### config.mk
export PLATFORM = sky130hd
export DESIGN_NAME = alu_ctrl_decode
export DESIGN_NICKNAME = d
export VERILOG_FILES = /design/src/rtl/alu_ctrl_decode.sv
export SDC_FILE = /design/constraint.sdc
export NUM_CORES = 1
export LEC_CHECK = 0
export ABC_AREA = 1
export BUFFER_PORTS_ARGS = -buffer_cell sky130_fd_sc_hd__buf_2
export CORE_MARGIN = 8
export CORE_UTILIZATION = 54
export CTS_CLUSTER_SIZE = 16
export DETAILED_ROUTE_END_ITERATION = 16
export PLACE_DENSITY = 0.89
export SLEW_MARGIN = 10
export SYNTH_ARGS = -nofsm -noshare
export SYNTH_HDL_FRONTEND = slang
export SYNTH_SLANG_ARGS = --single-unit
### constraint.sdc
create_clock -name clk -period 2 [get_ports clk]
set_input_delay 0.1 -clock clk [delete_from_list [all_inputs] [get_ports clk]]
set_output_delay 0.1 -clock clk [all_outputs]
set_load 0.01 [all_outputs]
### src/rtl/alu_ctrl_decode.sv
// Registered MIPS decode stage: instr -> ALU op and operand selects, one cycle after accept.
// Valid/ready on both sides; main + skid registers give full throughput, in_ready is registered.
module alu_ctrl_decode #(
  parameter int CNT_W = 16
) (
  input  logic             clk,
  input  logic             rst_n,
  input  logic             in_valid,
  output logic             in_ready,
  input  logic [31:0]      instr,
  output logic             out_valid,
  input  logic             out_ready,
  output logic [3:0]       alu_op,
  output logic [1:0]       a_sel,
  output logic             b_sel,
  output logic [31:0]      imm_ext,
  output logic [4:0]       dest,
  output logic             reg_write,
  output logic             illegal,
  output logic [CNT_W-1:0] illegal_cnt
);

  localparam logic [3:0] OP_ADD  = 4'b0000;
  localparam logic [3:0] OP_ADDU = 4'b0001;
  localparam logic [3:0] OP_SUB  = 4'b0010;
  localparam logic [3:0] OP_SUBU = 4'b0011;
  localparam logic [3:0] OP_AND  = 4'b0100;
  localparam logic [3:0] OP_OR   = 4'b0101;
  localparam logic [3:0] OP_XOR  = 4'b0110;
  localparam logic [3:0] OP_NOR  = 4'b0111;
  localparam logic [3:0] OP_SLT  = 4'b1000;
  localparam logic [3:0] OP_SLTU = 4'b1001;
  localparam logic [3:0] OP_SLL  = 4'b1010;
  localparam logic [3:0] OP_SRL  = 4'b1011;
  localparam logic [3:0] OP_SRA  = 4'b1100;
  localparam logic [3:0] OP_LUI  = 4'b1101;

  typedef struct packed {
    logic [3:0]  alu_op;
    logic [1:0]  a_sel;
    logic        b_sel;
    logic [31:0] imm_ext;
    logic [4:0]  dest;
    logic        reg_write;
    logic        illegal;
  } dec_t;

  logic [5:0]  w_opc;
  logic [5:0]  w_funct;
  logic [4:0]  w_rt;
  logic [4:0]  w_rd;
  logic [31:0] w_sext;
  logic [31:0] w_zext;
  logic        w_unused_rs;
  logic        w_acc;
  logic        w_drain;
  dec_t        w_dec;

  dec_t             r_main;
  dec_t             r_skid;
  logic             r_main_vld;
  logic             r_skid_vld;
  logic             r_in_rdy;
  logic [CNT_W-1:0] r_cnt;

  assign w_opc       = instr[31:26];
  assign w_funct     = instr[5:0];
  assign w_rt        = instr[20:16];
  assign w_rd        = instr[15:11];
  assign w_sext      = {{16{instr[15]}}, instr[15:0]};
  assign w_zext      = {16'h0000, instr[15:0]};
  assign w_unused_rs = ^instr[25:21];

  // Default is the illegal bundle; legal encodings overwrite it.
  always_comb begin
    w_dec         = '0;
    w_dec.alu_op  = OP_ADDU;
    w_dec.illegal = 1'b1;
    case (w_opc)
      6'b000000: begin
        w_dec.illegal   = 1'b0;
        w_dec.dest      = w_rd;
        w_dec.reg_write = (w_rd != 5'd0);
        case (w_funct)
          6'b100000: w_dec.alu_op = OP_ADD;
          6'b100001: w_dec.alu_op = OP_ADDU;
          6'b100010: w_dec.alu_op = OP_SUB;
          6'b100011: w_dec.alu_op = OP_SUBU;
          6'b100100: w_dec.alu_op = OP_AND;
          6'b100101: w_dec.alu_op = OP_OR;
          6'b100110: w_dec.alu_op = OP_XOR;
          6'b100111: w_dec.alu_op = OP_NOR;
          6'b101010: w_dec.alu_op = OP_SLT;
          6'b101011: w_dec.alu_op = OP_SLTU;
          6'b000000: begin w_dec.alu_op = OP_SLL; w_dec.a_sel = 2'd1; end
          6'b000010: begin w_dec.alu_op = OP_SRL; w_dec.a_sel = 2'd1; end
          6'b000011: begin w_dec.alu_op = OP_SRA; w_dec.a_sel = 2'd1; end
          6'b000100: begin w_dec.alu_op = OP_SLL; w_dec.a_sel = 2'd2; end
          6'b000110: begin w_dec.alu_op = OP_SRL; w_dec.a_sel = 2'd2; end
          6'b000111: begin w_dec.alu_op = OP_SRA; w_dec.a_sel = 2'd2; end
          default: begin
            w_dec.illegal   = 1'b1;
            w_dec.alu_op    = OP_ADDU;
            w_dec.dest      = 5'd0;
            w_dec.reg_write = 1'b0;
          end
        endcase
      end
      6'b000100, 6'b000101: begin
        w_dec.illegal = 1'b0;
        w_dec.alu_op  = OP_SUBU;
        w_dec.imm_ext = w_sext;
      end
      6'b001000, 6'b001001, 6'b001010, 6'b001011,
      6'b001100, 6'b001101, 6'b001110, 6'b001111: begin
        w_dec.illegal   = 1'b0;
        w_dec.b_sel     = 1'b1;
        w_dec.dest      = w_rt;
        w_dec.reg_write = (w_rt != 5'd0);
        // 0011xx are the logical ops and LUI, which take the zero-extended immediate.
        w_dec.imm_ext   = w_opc[2] ? w_zext : w_sext;
        case (w_opc[2:0])
          3'b000:  w_dec.alu_op = OP_ADD;
          3'b001:  w_dec.alu_op = OP_ADDU;
          3'b010:  w_dec.alu_op = OP_SLT;
          3'b011:  w_dec.alu_op = OP_SLTU;
          3'b100:  w_dec.alu_op = OP_AND;
          3'b101:  w_dec.alu_op = OP_OR;
          3'b110:  w_dec.alu_op = OP_XOR;
          default: w_dec.alu_op = OP_LUI;
        endcase
      end
      default: ;
    endcase
  end

  assign w_acc   = in_valid & r_in_rdy;
  assign w_drain = r_main_vld & out_ready;

  always_ff @(posedge clk or negedge rst_n) begin
    if (!rst_n) begin
      r_main     <= '0;
      r_skid     <= '0;
      r_main_vld <= 1'b0;
      r_skid_vld <= 1'b0;
      r_in_rdy   <= 1'b1;
      r_cnt      <= '0;
    end else begin
      if (w_acc && w_dec.illegal && (r_cnt != '1))
        r_cnt <= r_cnt + CNT_W'(1);
      if (w_drain) begin
        if (r_skid_vld) begin
          r_main     <= r_skid;
          r_skid_vld <= 1'b0;
          r_in_rdy   <= 1'b1;
        end else if (w_acc) begin
          r_main <= w_dec;
        end else begin
          r_main_vld <= 1'b0;
        end
      end else if (w_acc) begin
        if (r_main_vld) begin
          r_skid     <= w_dec;
          r_skid_vld <= 1'b1;
          r_in_rdy   <= 1'b0;
        end else begin
          r_main     <= w_dec;
          r_main_vld <= 1'b1;
        end
      end
    end
  end

  assign in_ready    = r_in_rdy;
  assign out_valid   = r_main_vld;
  assign alu_op      = r_main.alu_op;
  assign a_sel       = r_main.a_sel;
  assign b_sel       = r_main.b_sel;
  assign imm_ext     = r_main.imm_ext;
  assign dest        = r_main.dest;
  assign reg_write   = r_main.reg_write;
  assign illegal     = r_main.illegal;
  assign illegal_cnt = r_cnt;

endmodule

==> metrics.txt, run 1 <==
outcome=finished clean; pin count of the biggest net entering global routing=47; total of max-cap violations=0; CP max stage delay=0.45 ns; Slew Limit Fails=0; GPL Wtd Cong=around 0.87; CP cell instances=ha_2 > nand3_2 > nor2_4 > nand4_1 > clkinv_1 > nand2_4 > nand3_2 > nand2_1 > nand2_1; CTS Sinks=a little over 80; final core utilization=between 60% and 70%; Static Leak=0.002767 µW; ys async rst share=100.0%; CP startpoint kind=register; Hold WS=between 0.05 and 0.06 ns; Total Routing Usage GR=20.17%; EDFF count, synth=0; Post-Syn Nets=around 630; Cells after Synth=approximately 600; die width=106.5 µm; # diodes=0; Routed Wire Length=11.36 mm; total number of vias=roughly 4,200; crit path capture type=register; pre-CTS setup slack=0.2060 ns; ANT nets after route=0; clk root buf=clkbuf_8; cell row count=33; Worst Max-Slew Pin Slew=0.5324 ns; die height=106.5 µm; H-tree depth reported by CTS=3; number of DRC markers in iteration 0=around 250; IO Pins=100; Worst Path Class, Setup=reg -> reg; FMAX=550.5 MHz; CP required=2.29 ns; CORE AREA=between 8000 and 9000 µm²; r2r setup slk=between 0.15 and 0.2 ns; Slew headroom=64.29%; crit path DAT=roughly 2.1 ns; power per cell area=approximately 1200 nW/µm²; period utilisation layout=90.82%; Worst-path clk slew=0.09 ns; library cells used by synthesis=36; Yosys warning count=0; first-pass GRT wire length=18.88 mm; fin crit period=around 1.8 ns; grt ovf=0; clock buffer depth=2; # nets final=710; Final Hold Vio Count=0; crit path max-delay cell type=dfrtp_1; unrepaired setup endpoints after global routing=no; initial antenna violation count=0; WL per Instance=14.57 µm; Max Clock Skew=0.01305 ns; Port Buffer Count=94; layout cells sized above 1=20.30%; crit-path max FO=17; P&R area growth vs syn=14.75%; Synth Area per Inst=~7.4 µm²; vias in the first global route=4,024; Pwr Total=5923 µW; Final WS setup=between 0.15 and 0.2 ns; cts bufs inserted=9; ys flop type=dfrtp_1; CTS tree=built; Hold Path Class=in -> reg; Die ar.=11,350 µm²; # setup viols final=0; VDD IR max=0.6425 mV; HPWL Detailed=around 8.1 mm; worst-skew pair later-pin latency=0.35 ns; initial core utilization=54.70%; cell area after synthesis=approximately 4400 µm²; post-DR vias/cell=5.365; setup TNS=0 ns; drt drc=0; post-synthesis register bit count=81; Seq/Total Area, Yosys=a little under half; DRT Pass-1 Iters=5
final cells by class:
cell class	count	area, µm²
Fill cell	736	3013
Sequential cell	81	2028
Multi-Input combinational cell	420	1976
Timing Repair Buffer	103	568.0
Inverter	58	219.0
Clock buffer	10	137.6
Tap cell	105	131.4
Clock inverter	3	20.02
per-stage QoR:
stage          instances  cell area [µm²]
6_report             780             5080
5_1_grt              780             5080
4_1_cts              779             5067
3_5_place_dp         765             4900
3_3_place_gp         765             4900
2_1_floorplan        597             4427
state kept, by name, summed over array words and instances, names as in the netlist:
name and flops:
in_ready 1, a_sel 2, out_valid 1, b_sel 1
illegal 1, alu_op 4, illegal_cnt 16, r_skid_vld 1
imm_ext 17, reg_write 1, dest 5, r_skid 31
cell families (layout without fill, tap and decap cells):
logic type | Yosys count | in the layout | share of synthesized area [%]
AO/OA/AOI/OAI | 82 | 82 | 9.638
XOR/XNOR | 8 | 8 | 1.583
adder cells (fa/ha/maj) | 1 | 1 | 0.2826
buffers and inverters | 97 | 174 | 10.32
flip-flops | 81 | 81 | 45.82
AND/OR/NAND/NOR | 328 | 329 | 32.36
power breakdown:
part           total (µW)  internal, µW  leakage [µW]  switching (µW)
clock network        1040           462     0.0000761             573
logic                2280           869       0.00164            1410
registers            2610          2240       0.00105             367
total                5920          3570       0.00277            2350
worst max-delay path, delay by kind of cell (launching register included):
| family | cells | cell delay, ns |
|---|---|---|
| adders and majority gates | 1 | 0.26 |
| buffers and inverters | 1 | 0.10 |
| DFF | 1 | 0.45 |
| and+or+nand+nor | 7 | 0.95 |
placed cells by master, fill, tap and decap left out, drive strengths merged:
cell type | synthesis | routed
nand2 | 189 | 189
buf | 33 | 102
dfrtp | 80 | 80
nor2 | 68 | 68
inv | 55 | 55
a21oi | 42 | 42
nand3 | 36 | 37
o21ai | 30 | 30
nand4 | 25 | 25
clkbuf | 6 | 10
nor3 | 9 | 9
a31oi | 6 | 6
xor2 | 6 | 6
clkinv | 3 | 4
xnor2 | 2 | 2
clkinvlp | 0 | 2
o21a | 1 | 1
o211ai | 1 | 1
o22ai | 1 | 1
nor4 | 1 | 1
a211oi | 1 | 1
ha | 1 | 1
dlygate4sd3 | 0 | 1
dfstp | 1 | 1
synth_stat cells (2+ instances only):
library cell	count	area share (%)
buf_4	15	2.5
o21ai_0	29	3.3
inv_2	3	0.25
nor2_4	2	0.51
nand3_1	33	3.7
nor2_1	64	5.4
a31oi_1	6	0.85
dfrtp_1	80	45
buf_2	10	1.1
clkbuf_1	6	0.51
nor3_1	9	1.0
nand3_2	2	0.45
xor2_1	6	1.2
buf_6	3	0.76
buf_1	5	0.42
nand2_1	187	16
clkinv_1	2	0.17
nor2_2	2	0.28
nand4_1	23	3.3
inv_1	52	4.4
a21oi_1	42	4.7
xnor2_1	2	0.40
metal layers:
| layer | track usage [%] | wire [µm] |
|---|---|---|
| met1 | 24.60 | 4856 |
| met2 | 34.27 | 5669 |
| met3 | 3.146 | 580 |
| met4 | 9.447 | 255 |
| met5 | 0 | 0 |
path summary, 6_finish.rpt:
| path | end | start | cells past startpoint |
|---|---|---|---|
| max in group asynchronous | in_ready | rst_n | 3 |
| min | r_skid[2] | instr[16] | 3 |
| max | illegal_cnt[2] | illegal_cnt[0] | 9 |
| min in group asynchronous | r_skid[8] | rst_n | 2 |
| min reg2reg | in_ready | in_ready | 2 |
| max reg2reg | illegal_cnt[2] | illegal_cnt[0] | 9 |
timing repair:
| item | CTS | global route |
|---|---|---|
| endpoints found under the setup margin | 0 | 15 |
| resized for setup | 0 | 1 |
| hold buffers | 1 | 0 |
| setup buffers | 0 | 0 |
| hold endpoints to repair | 36 | 0 |
(Power assumes the default switching activity.)
==> inputs of run 2 (changes only) <==
CORE_UTILIZATION = 59   (was 54)
PLACE_DENSITY = 0.95   (was 0.89)
clock period = 2.1 ns   (was 2 ns; I/O delays follow)
==> run 2 against run 1 <==
  * First-iteration DRC count rose by 24%
  * Sequential share of layout area fell by 0.14 points
  * Sequential power fell by 5%
  * Clock skew fell by 0.0079 ns
  * Clock power rose by 9.6%
  * Register-to-register slack improved by 0.12 ns
  * Critical endpoint is now illegal_cnt[15]
  * Combinational power fell by 5%
  * Global-route usage rose by 3.4 points
  * Via count rose by 1.8%
  * Routed wire length rose by 1.9%
==> metrics.txt, run 2 (synthesized netlist as in run 1, its figures left out) <==
# nets final=between 700 and 800; worst reg2reg path startpoint=illegal_cnt[1]; cts bufs inserted=9; CTS tree=built; VDD IR max=0.6313 mV; Final Hold Vio Count=0; worst-skew pair later-pin latency=~0.35 ns; most frequent cells in the layout=187 x nand2_1, 93 x buf_2, 80 x dfrtp_1; max reg flops=31; Worst-path clk slew=0.08 ns; period utilisation layout=85.78%; CTS Sinks=81; ANT nets after route=0; total number of vias=4,262; Design Area, Final=between 5000 and 6000 µm²; Pwr Total=5791 µW; drt drc=0; die height=approximately 100 µm; dpl cell area=between 4000 and 5000 µm²; P&R area growth vs syn=15.15%; Static Leak=0.002796 µW; HPWL Detailed=between 8 and 9 mm; Routed Wire Length=11.58 mm; clock buffer depth=2; crit-path max FO=16; clk root buf=clkbuf_8; WL per Instance=14.89 µm; Port Buffer Count=94; IO Pins=100; cell row count=31; Die ar.=roughly 11,000 µm²; GPL Wtd Cong=0.9215; H-tree depth reported by CTS=3; outcome=finished clean; hold path startpoint=instr[7]; grt ovf=0; DRT Pass-1 Iters=4; Max Clock Skew=0.005121 ns; initial core utilization=61.03%; unrepaired setup endpoints after global routing=no; power per cell area=1136 nW/µm²; Hold WS=0.05862 ns; Post-CTS Hold Fix Bufs=1; crit path capture type=register; total of max-cap violations=0; number of DRC markers in iteration 0=between 300 and 400; CP startpoint kind=register; CP required=~2.4 ns; pin count of the biggest net entering global routing=45; Hold Path Class=in -> reg; Slew headroom=64.99%; Worst Path Class, Setup=reg -> reg; layout cells sized above 1=slightly above 20%; most common cell after layout, fill and taps aside=nand2_1; Sequential Area=slightly above 2000 µm²; setup TNS=0 ns; crit path DAT=between 2 and 2.5 ns; Worst Max-Slew Pin Slew=0.5219 ns; area taken by multi-input logic gates=1958 µm²; initial antenna violation count=1; CTS resizes=0; Fill cells=a little over 600; post-DR vias/cell=5.478; first-pass GRT wire length=about 20 mm; CORE AREA=7253 µm²; fin crit period=roughly 1.8 ns; Critical Path Source=illegal_cnt[1]; vias in the first global route=between 4,000 and 5,000; die width=a little over 100 µm; FMAX=555.2 MHz; Slew Limit Fails=0; Biggest register=r_skid; Total Routing Usage GR=23.58%; # setup viols final=0; # Post-CTS Setup Buffers=0
[run 2: layer usage]
| layer | share of wire, % | vias up | GRT usage [%] | wire [µm] |
|---|---|---|---|---|
| met1 | 39 | 1953 | 27.25 | 4569 |
| li1 | - | 2058 | - | - |
| met2 | 50 | 217 | 41.31 | 5815 |
| met5 | 0 | - | 0 | 0 |
| met3 | 6.8 | 34 | 3.038 | 782 |
| met4 | 3.6 | 0 | 13.21 | 415 |
[run 2: worst max-delay path, cell delays in order (launching register included)]
cell and delay [ns]:
dfrtp_1 0.43, ha_1 0.27, nand3_2 0.13, nor2_4 0.17, nand4_1 0.13, clkinv_1 0.10
nand2_4 0.12, nand3_4 0.23, nand2_1 0.07, nand2_1 0.08
[run 2: power by group]
group	leakage, µW	switching [µW]	total, µW	internal, µW
logic	0.00164	1360	2170	808
clock network	0.000102	535	1140	605
registers	0.00105	350	2480	2130
total	0.00280	2240	5790	3550
[run 2: through the flow]
step                instances  setup WS, ns  util [%]
floorplan                 597        0.4433         -
global placement          761        0.3821     67.41
detailed placement        761        0.3100     67.41
CTS                       777        0.2945     70.24
global route              778       0.09313     70.28
finish                    778        0.2987     70.28
[run 2: final cells by class]
type	instances	share of cell area, %
timing repair buffer	105	11.19
clock buffer	12	3.044
antenna	1	0.04909
inverter	58	4.296
clock inverter	3	0.7855
tap	99	2.430
sequential	81	39.79
multi-input combinational	419	38.41
[run 2: worst paths after layout]
check                                  end  slack (ns)  cells past startpoint
min in group asynchronous        alu_op[3]        0.26                      2
setup reg to reg           illegal_cnt[15]        0.30                      9
setup / recovery           illegal_cnt[15]        0.30                      9
max in group asynchronous         in_ready        1.18                      3
hold / removal                  r_skid[14]        0.06                      5
hold reg to reg                  alu_op[3]        0.48                      2
==> inputs of run 3 (changes only) <==
ABC_AREA = default   (was 1)
CORE_UTILIZATION = 57   (was 59)
PLACE_DENSITY = 0.94   (was 0.95)
==> run 3 against run 2 <==
  * Worst hold slack worse by 0.051 ns
  * Sequential power is 36% lower
  * Routed wire length is 12% lower
  * Global-route usage is 2.6 points lower
  * Clock skew is 0.0065 ns higher
  * Synthesized cell count is 28% lower
  * Critical path depth is 3 lower
  * Sequential share of layout area is 4.0 points higher
  * Sequential cell count stayed put
  * Maximum frequency is 10% lower
  * Total power is 49% lower
  * Die area is 7.1% lower
==> metrics.txt, run 3 <==
outcome=finished clean; IO Pins=100; Worst Max-Slew Pin Slew=0.6181 ns; Worst Path Class, Setup=reg -> reg; Slew Limit Fails=0; busiest grt layer=met2; initial antenna violation count=0; CTS Sinks=81; Synth Area per Inst=between 9 and 10 µm²; area leader, netlist=dfrtp_1; Internal=2222 µW; crit path DAT=roughly 2.2 ns; CTS tree=built; Reg power frac=between 50% and 60%; Hold Path Class=in -> reg; first-pass GRT wire length=16.61 mm; Post-Syn Nets=approximately 470; max reg flops=31; vias in the first global route=3,419; Port Buffer Count=94; Slew headroom=between 50% and 60%; DRT Pass-1 Iters=6; setup TNS=0 ns; cell area after synthesis=just under 4000 µm²; period utilisation layout=95.69%; # diodes=0; dpl cell area=between 4000 and 5000 µm²; cell row count=30; Area contributors post-synth=dfrtp_1 51%, nand2_1 7.9%, o21ai_0 5.7%, nand3_1 3.4%, nor2_1 3.4%; # nets final=around 550; WL per Instance=17.10 µm; total number of vias=3,489; Sw Ratio=between 20 and 25%; P_sw=between 700 and 800 µW; HPWL Detailed=7.262 mm; met3 Use GR=5.074%; ys async rst share=100.0%; ys flop type=dfrtp_1; number of DRC markers in iteration 0=346; drt drc=0; Routed Wire Length=10.19 mm; power per cell area=631.9 nW/µm²; Worst-path clk slew=0.09 ns; most frequent cells in the layout=93 x buf_2, 82 x nand2_1, 80 x dfrtp_1; Post-synth top cells=82 x nand2_1, 80 x dfrtp_1, 45 x o21ai_0, 35 x nor2_1, 27 x nand3_1; FMAX=497.6 MHz; Hold WS=about 0.0080 ns; cts bufs inserted=9; Biggest register=r_skid; ANT nets after route=0; grt ovf=0; Max Clock Skew=0.01160 ns; Final WS setup=0.09048 ns; worst-skew pair later-pin latency=0.35 ns; clk root buf=clkbuf_8; Cells after Synth=431; met1 Usage GRT=24.48%; CORE AREA=6719 µm²; Pwr Total=between 2000 and 3000 µW; EDFF count, synth=0; pin count of the biggest net entering global routing=51; initial core utilization=58.31%; combinational share of power=7.0%; clock share of power=38.8%; GPL Wtd Cong=0.8829; Seq/Total Area, Yosys=51.77%; Design Area, Final=roughly 4600 µm²; met2 Track Usage GR=~34%; post-synthesis register bit count=81; crit path capture type=register; layout cells sized above 1=27.13%; most common cell after layout, fill and taps aside=buf_2; P&R area growth vs syn=18.30%; Die ar.=9781 µm²; Final Hold Vio Count=0; VDD IR max=roughly 0.37 mV; Yosys warning count=0; total of max-cap violations=0; fin crit period=2.010 ns; library cells used by synthesis=43; unrepaired setup endpoints after global routing=no; crit-path max FO=6; die width=98.90 µm; die height=just under 100 µm; H-tree depth reported by CTS=3; Static Leak=0.002295 µW; pre-CTS setup slack=between 0.1 and 0.15 ns; CP startpoint kind=register; post-DR vias/cell=5.854; most frequent cell after synthesis=nand2_1; Total Routing Usage GR=between 20% and 30%; # setup viols final=0; top-area cell type share of the netlist area=51.10%; clock buffer depth=2; CP required=between 2 and 2.5 ns
[run 3: cell types whose count changed in the layout (fill, tap and decap cells not counted), moves of 8 or more]
| cell | change |
|---|---|
| a21o_1 | +8 |
| a21oi_1 | -21 |
| nor2_1 | -28 |
| o21ai_0 | +16 |
| nand2_1 | -105 |
| a31oi_1 | +13 |
| xnor2_1 | +12 |
| inv_1 | -47 |
| nand4_1 | -18 |
[run 3: power by group through the flow]
| stage | Clock, µW | Combinational [µW] | Sequential (µW) |
|---|---|---|---|
| floorplan | 0 | 81.2 | 1630 |
| global placement | 0 | 194 | 1620 |
| detailed placement | 0 | 201 | 1620 |
| CTS | 1140 | 206 | 1590 |
| global route | 1200 | 228 | 1590 |
| finish | 1140 | 205 | 1590 |
[run 3: area by class of cell]
| type | instances | area [µm²] |
|---|---|---|
| multi-input combinational | 302 | 1660 |
| tap | 80 | 100.1 |
| inverter | 5 | 18.77 |
| fill | 496 | 2085 |
| clock buffer | 10 | 137.6 |
| sequential | 81 | 2028 |
| clock inverter | 5 | 56.30 |
| timing repair buffer | 113 | 633.1 |
[run 3: kinds of logic after synthesis]
kind of cell / share of synthesized area (%)
simple gates: 20.28
compound gates: 16.93
flops: 51.77
buf+inv: 6.483
xor+xnor: 3.354
mux: 0.8623
fa+ha+maj: 0.3193
[run 3: through the flow]
| step | cells | util, % |
|---|---|---|
| finish | 596 | 68.98 |
| detailed placement | 578 | 65.68 |
| floorplan | 431 | - |
| global route | 596 | 68.98 |
| global placement | 578 | 65.68 |
| CTS | 595 | 68.86 |
[run 3: worst paths after layout]
check,start,to,cells after the start,slack [ns]
setup reg to reg,illegal_cnt[7],illegal_cnt[1],6,0.09
hold / removal,instr[9],r_skid[16],3,0.008
hold reg to reg,dest[3],dest[3],1,0.48
min in group asynchronous,rst_n,r_skid[40],2,0.30
max in group asynchronous,rst_n,r_skid[17],3,1.11
setup / recovery,illegal_cnt[7],illegal_cnt[1],6,0.09
[run 3: layer usage]
metal	part of all wire (%)	vias to the layer above
met5	0	-
met4	3.7	0
met3	6.9	37
met2	50	134
met1	39	1676
li1	-	1642
[run 3: what timing repair did]
| item | 4_1_cts | 5_1_grt |
|---|---|---|
| endpoints found under the hold margin | 48 | 0 |
| setup buffers | 0 | 1 |
| hold buffers | 2 | 0 |
| endpoints found under the setup margin | 0 | 1 |
| gates resized for setup | 0 | 0 |
[run 3: critical path, stage by stage, from the launching register on]
cell and delay, ns:
dfrtp_1 0.43, and3_4 0.19, and3_4 0.18, and3_4 0.20, a2111oi_4 0.36, buf_4 0.20, mux2_2 0.33
